===== src/rtl/wshb_arb_pkg.sv =====
// wshb_arb_pkg: arbiter state encoding and Wishbone cycle-type codes
package wshb_arb_pkg;
  typedef enum logic [1:0] {ARB_IDLE, ARB_MIRE, ARB_VGA} arb_state_t;
  localparam logic [2:0] CTI_CLASSIC = 3'b000;
  localparam logic [2:0] CTI_EOB     = 3'b111;
endpackage


===== src/rtl/wshb_arbiter.sv =====
// wshb_arbiter: registered two-requester Wishbone arbiter sharing the SDRAM master port between mire and vga
module wshb_arbiter
  import wshb_arb_pkg::*;
#(
  parameter int VGA_PRIO       = 1,
  parameter int MIRE_MAX_BEATS = 16
) (
  input  logic        clk,
  input  logic        rst,
  input  logic        i_mire_cyc,
  input  logic        i_mire_stb,
  input  logic        i_mire_we,
  input  logic [31:0] i_mire_adr,
  input  logic [3:0]  i_mire_sel,
  input  logic [2:0]  i_mire_cti,
  input  logic [1:0]  i_mire_bte,
  input  logic [31:0] i_mire_dat_ms,
  output logic        o_mire_ack,
  output logic [31:0] o_mire_dat_sm,
  input  logic        i_vga_cyc,
  input  logic        i_vga_stb,
  input  logic        i_vga_we,
  input  logic [31:0] i_vga_adr,
  input  logic [3:0]  i_vga_sel,
  input  logic [2:0]  i_vga_cti,
  input  logic [1:0]  i_vga_bte,
  input  logic [31:0] i_vga_dat_ms,
  output logic        o_vga_ack,
  output logic [31:0] o_vga_dat_sm,
  output logic        o_ifm_cyc,
  output logic        o_ifm_stb,
  output logic        o_ifm_we,
  output logic [31:0] o_ifm_adr,
  output logic [3:0]  o_ifm_sel,
  output logic [2:0]  o_ifm_cti,
  output logic [1:0]  o_ifm_bte,
  output logic [31:0] o_ifm_dat_ms,
  input  logic        i_ifm_ack,
  input  logic [31:0] i_ifm_dat_sm,
  output logic [1:0]  o_grant
);
  localparam int CW = (MIRE_MAX_BEATS > 0) ? $clog2(MIRE_MAX_BEATS + 1) : 1;

  arb_state_t    r_state, w_next;
  logic          r_last_vga;
  logic [CW-1:0] r_beat_cnt;
  logic          w_own_m, w_own_v, w_mire_ack, w_tie_vga, w_preempt;

  always_comb begin
    w_own_m    = r_state == ARB_MIRE;
    w_own_v    = r_state == ARB_VGA;
    w_mire_ack = w_own_m && i_ifm_ack;
    w_tie_vga  = (VGA_PRIO != 0) || !r_last_vga;
    // hand over only on a beat that closes a classic cycle or a burst
    w_preempt  = (MIRE_MAX_BEATS > 0) && w_mire_ack && i_vga_cyc &&
                 (int'(r_beat_cnt) + 1 >= MIRE_MAX_BEATS) &&
                 (i_mire_cti == CTI_CLASSIC || i_mire_cti == CTI_EOB);
    w_next     = (w_own_m && i_mire_cyc) ? (w_preempt ? ARB_VGA : ARB_MIRE) :
                 (w_own_v && i_vga_cyc) ? ARB_VGA :
                 (i_mire_cyc && !w_own_m && i_vga_cyc && !w_own_v) ? (w_tie_vga ? ARB_VGA : ARB_MIRE) :
                 (i_mire_cyc && !w_own_m) ? ARB_MIRE :
                 (i_vga_cyc && !w_own_v) ? ARB_VGA : ARB_IDLE;
    o_grant       = {w_own_v, w_own_m};
    o_ifm_cyc     = w_own_m ? i_mire_cyc    : w_own_v ? i_vga_cyc    : 1'b0;
    o_ifm_stb     = w_own_m ? i_mire_stb    : w_own_v ? i_vga_stb    : 1'b0;
    o_ifm_we      = w_own_m ? i_mire_we     : w_own_v ? i_vga_we     : 1'b0;
    o_ifm_adr     = w_own_m ? i_mire_adr    : w_own_v ? i_vga_adr    : '0;
    o_ifm_sel     = w_own_m ? i_mire_sel    : w_own_v ? i_vga_sel    : '0;
    o_ifm_cti     = w_own_m ? i_mire_cti    : w_own_v ? i_vga_cti    : '0;
    o_ifm_bte     = w_own_m ? i_mire_bte    : w_own_v ? i_vga_bte    : '0;
    o_ifm_dat_ms  = w_own_m ? i_mire_dat_ms : w_own_v ? i_vga_dat_ms : '0;
    o_mire_ack    = w_mire_ack;
    o_vga_ack     = w_own_v && i_ifm_ack;
    o_mire_dat_sm = i_ifm_dat_sm;
    o_vga_dat_sm  = i_ifm_dat_sm;
  end

  always_ff @(posedge clk or posedge rst)
    if (rst) begin
      r_state    <= ARB_IDLE;
      r_last_vga <= 1'b1;
      r_beat_cnt <= '0;
    end else begin
      r_state <= w_next;
      if (w_next != r_state && w_next != ARB_IDLE) r_last_vga <= w_next == ARB_VGA;
      if (w_next == ARB_MIRE && !w_own_m) r_beat_cnt <= '0;
      else if (w_mire_ack && int'(r_beat_cnt) < MIRE_MAX_BEATS) r_beat_cnt <= r_beat_cnt + CW'(1);
    end
endmodule


===== config.mk =====
export PLATFORM = sky130hd
export DESIGN_NAME = wshb_arbiter
export DESIGN_NICKNAME = d
export VERILOG_FILES = /design/src/rtl/wshb_arb_pkg.sv /design/src/rtl/wshb_arbiter.sv
export SDC_FILE = /design/constraint.sdc
export NUM_CORES = 1
export LEC_CHECK = 0
export CAP_MARGIN = 20
export CORE_AREA = 10 10 119 121
export CTS_CLUSTER_SIZE = 25
export DETAILED_ROUTE_END_ITERATION = 7
export DIE_AREA = 0 0 129 131
export HOLD_SLACK_MARGIN = 0.05
export PLACE_DENSITY = 0.67
export SYNTH_ARGS = -nofsm -noshare
export SYNTH_HDL_FRONTEND = slang
export SYNTH_SLANG_ARGS = --single-unit

===== constraint.sdc =====
create_clock -name clk -period 1.9 [get_ports clk]
set_input_delay 0.285 -clock clk [delete_from_list [all_inputs] [get_ports clk]]
set_output_delay 0.285 -clock clk [all_outputs]
set_load 0.05 [all_outputs]

Word level (Yosys, flattened, before mapping)
Index checks and enable logic that the tools add are counted.
{"block": "op_classes", "add_sub_neg": 2, "n_lt_le_gt_ge": 2, "n_eq_ne": 4, "muxes": 24, "reduce_logical": 18}
{"operator": "$mux 32", "count": 4}
{"operator": "$mux 2", "count": 8}
{"operator": "$logic_and 1x1->1", "count": 13}
{"operator": "$mux 5", "count": 2}
{"operator": "$mux 4", "count": 2}
{"operator": "$add 5x1->6 const B", "count": 1}
{"operator": "$ge 6x5->1 const B", "count": 1}
{"operator": "$mux 1", "count": 6}
{"operator": "$mux 3", "count": 2}
{"operator": "$add 5x1->5 const B", "count": 1}
{"operator": "$lt 5x5->1 const B", "count": 1}
{"operator": "$eq 2x1->1 const B", "count": 2}
{"operator": "$eq 3x3->1 const B", "count": 1}
{"operator": "$logic_not 3->1", "count": 1}
{"operator": "$eq 2x2->1 const B", "count": 1}
{"operator": "$logic_not 1->1", "count": 2}
{"operator": "$reduce_bool 2->1", "count": 1}
{"operator": "$logic_or 1x1->1", "count": 1}
{"block": "word_totals", "ff_bits": 7, "in_bits": 187, "out_inout_bits": 144, "word_cells": 52}

Longest topological paths before layout
{"block": "logic_depth", "ltp_word": 11, "depth_mapped": 5, "ltp_nobuf": 4}

Least setup slack after synthesis
No wires, ideal clock.
{"block": "synth_path", "path_type": "register to output", "from": "register r_state[0]", "to": "output port o_ifm_adr[26]", "arrival_ns": 1.376, "required_time_ns": 1.615, "setup_slack_ns": 0.239, "stages_incl_launch_ff": 6, "path_buffers": 3, "path_cell_list": "dfrtp_1 nor2b_1 buf_2 buf_6 buf_2 a22o_1"}
{"block": "synth_via", "elab_chain_cells": 3, "word_cells_on_any_way": 4, "classes_between": "eq/ne (2); mux (2)"}
{"item": "from (decl)", "line": "wshb_arbiter.sv:44", "source": "arb_state_t r_state, w_next;"}
{"item": "from (signal assigned)", "line": "wshb_arbiter.sv:84", "source": "r_state <= w_next;"}
{"item": "$eq 2x2->1", "line": "wshb_arbiter.sv:51", "source": "w_own_v = r_state == ARB_VGA;"}
{"item": "$mux 32", "line": "wshb_arbiter.sv:67", "source": "o_ifm_adr = w_own_m ? i_mire_adr : w_own_v ? i_vga_adr : '0;"}
{"item": "$mux 32 (*)", "line": "wshb_arbiter.sv:67"}
{"item": "to (decl)", "line": "wshb_arbiter.sv:33", "source": "output logic [31:0] o_ifm_adr,"}
Every way passes the cells marked *; elsewhere a longest branch is shown, timed or not.

Worst setup path after layout
{"block": "layout_path", "from": "register r_state[0]", "to": "output port o_ifm_adr[25]"}
The elaborated chain is that of the path after synthesis.

==> metrics.txt <==
endpoints failing setup=0; std cell rows=40; fill count=1123; top post-synthesis cells by area=a22o_1 (39%), buf_4 (30%), dfrtp_1 (10%); post-layout instance area=4612 um^2; worst vdd ir=0.3348 mV; Setup crit start kind=flop; register area share after synthesis=10.25%; Horiz. Die Dim=129 um; most frequent cell after synthesis=a22o_1; Sink Count=7; Final Util=39.05%; FF+latch count, synth=7; max-slew violation count=0; drt wl/cell=20.72 um; Max-cap violations=0; actual slew at the worst max-slew pin=about 370 ps; final layout net count=549; drt via density=4.341; Sw Pwr=0.9034 mW; maximum root-to-sink buffer count=2; area leader, netlist=a22o_1; Commonest cells post-synth=a22o_1 (76), buf_4 (68), buf_2 (10), dfrtp_1 (7), buf_6 (6); Slew HR=75.17%; Worst EP required=1620 ps; H-tree depth=1; Syn. warnings=0; die area=16900 um^2; Placer Congestion=0.8487; Post-DP Area=roughly 4500 um^2; non-filler cells, final=507; number of global-route vias before repair=2489; hpwl dp=9.320 mm; first-pass GRT wire length=15.13 mm; status=completed; ys flop type=dfrtp_1; clk_lat worst skew=230 ps; clock slew at reported path FFs=40 ps; Net Count, Synth=390; Async S/R FF share, synth=100.0%; CTS tree=yes; Detailed Route WL=10.50 mm; routed vias=2201; Sw Ratio=40.04%; Chip Height=131 um; Int Power=approximately 1.4 mW; top-area cell type share of the netlist area=roughly two fifths; Port Buffers=234; Overall Power=2.256 mW; Post-Syn Instances=202; M1 WL=3.467 mm; antenna-violating nets left=0; ANT cells=0; largest net degree at the start of global routing=49; Clk pwr share=16.0%; CTS Hold Bufs=0; Post-synth EDFFs=0; CP Capture Type=primary output; Total GRT Usage=11.38%; DRC violations left=0; syn avg cell area=roughly 8.5 um^2; Hold WS=284.2 ps; grt total ovfl=0; dpl ws=211.5 ps; DR WL met3=1.243 mm; TritonCTS buffer count=3; Distinct cells, synth=27; CP arrival=1580 ps; DR pass1 iterations=4; antenna violations before repair=0; RSZ-0062 raised after global routing=false; crit-path max FO=48; Top Metal Used=met4; TNS Setup=0 ps; HP Class=input port to async pin; CTS Root Cell=clkbuf_16; final hold viol count=0; post-route clock period utilization=a little over nine tenths; Post-Route Skew=around 2.9 ps; Power Density=489.3 nW/um^2; combinational power share=~76%; post-synthesis instance area=1709 um^2; Pleak=1.890 nW; metal2 WL=5.586 mm; FMAX=536.6 MHz; Crit Path Category=flop to primary output; layout cells sized above 1=27.22%; I/O Pins=331; P&R area growth vs syn=169.8%; min Tclk post-route=1864 ps; core area=11810 um^2; Inst Count DP=about 500; Initial Util=14.47%; Reg power frac=7.5%; First DRT Iteration DRCs=110; Final WS setup=between 30 and 40 ps
cells in the final DEF, fill, tap and decap left out, types with 2 or more instances in the layout:
cell type and instances:
nor3_1 2, o21ai_0 3, a21oi_1 2, or3_1 2, clkbuf_16 3, o31ai_1 2
inv_1 4, a22o_1 72, nor2_1 2, dfrtp_1 6, and2_2 2, and3_1 3
clkdlybuf4s50_1 154, a22o_4 4, buf_12 84
state kept, by name, summed over array words and instances (netlist names):
name,flops
r_beat_cnt,5
r_state,2
routing by layer:
metal / vias up / global-route usage [%]
met4: 0 / 3.545
li1: 1018 / -
met3: 33 / 4.835
met1: 984 / 10.81
met2: 166 / 21.72
met5: - / 0
critical path, cell delays in order (launching register included):
cell	delay (ps)
dfrtp_2	430
and2b_2	250
buf_12	190
a22o_1	300
buf_12	160
power groups by stage:
| stage | clock, mW | combinational [mW] | sequential (mW) |
|---|---|---|---|
| floorplan | 0 | 1.08 | 0.168 |
| global placement | 0 | 1.71 | 0.170 |
| detailed placement | 0 | 1.73 | 0.171 |
| CTS | 0.364 | 1.73 | 0.169 |
| global route | 0.371 | 1.79 | 0.170 |
| finish | 0.362 | 1.73 | 0.170 |
cell families after synthesis:
logic type	count (synthesis)	synth area share (%)
AOI/OAI and AO/OA	88	43.78
buffers and inverters	88	37.63
and+or+nand+nor	17	7.028
DFF	7	10.25
muxes	1	0.5857
adders and majority gates	1	0.7319
repair_timing:
item	in CTS	in global routing
setup buffers	0	0
gates resized for setup	1	4
setup endpoints to repair	1	4
path summary, 6_finish.rpt:
kind	start	endpoint	slack, ps	cells past startpoint
setup reg to reg	r_beat_cnt[0]$_DFFE_PP0P_	r_state[0]$_DFF_PP0_	390	4
min in group clk	i_ifm_dat_sm[17]	o_vga_dat_sm[17]	570	0
hold reg to reg	r_beat_cnt[0]$_DFFE_PP0P_	r_beat_cnt[0]$_DFFE_PP0P_	570	1
hold / removal	rst	r_beat_cnt[0]$_DFFE_PP0P_	280	2
max in group asynchronous	rst	r_state[0]$_DFF_PP0_	1380	2
setup / recovery	r_state[0]$_DFF_PP0_	o_ifm_adr[25]	40	4
cell type report:
cell class,instances,area [um^2],share of cell area [%]
clock buffer,4,78.83,1.709
tap,147,183.9,3.988
inverter,4,15.01,0.3256
multi-input combinational,107,934.6,20.27
timing repair buffer,238,3223,69.89
sequential,7,176.4,3.825
Note: power is estimated with default switching activity, not from simulation.
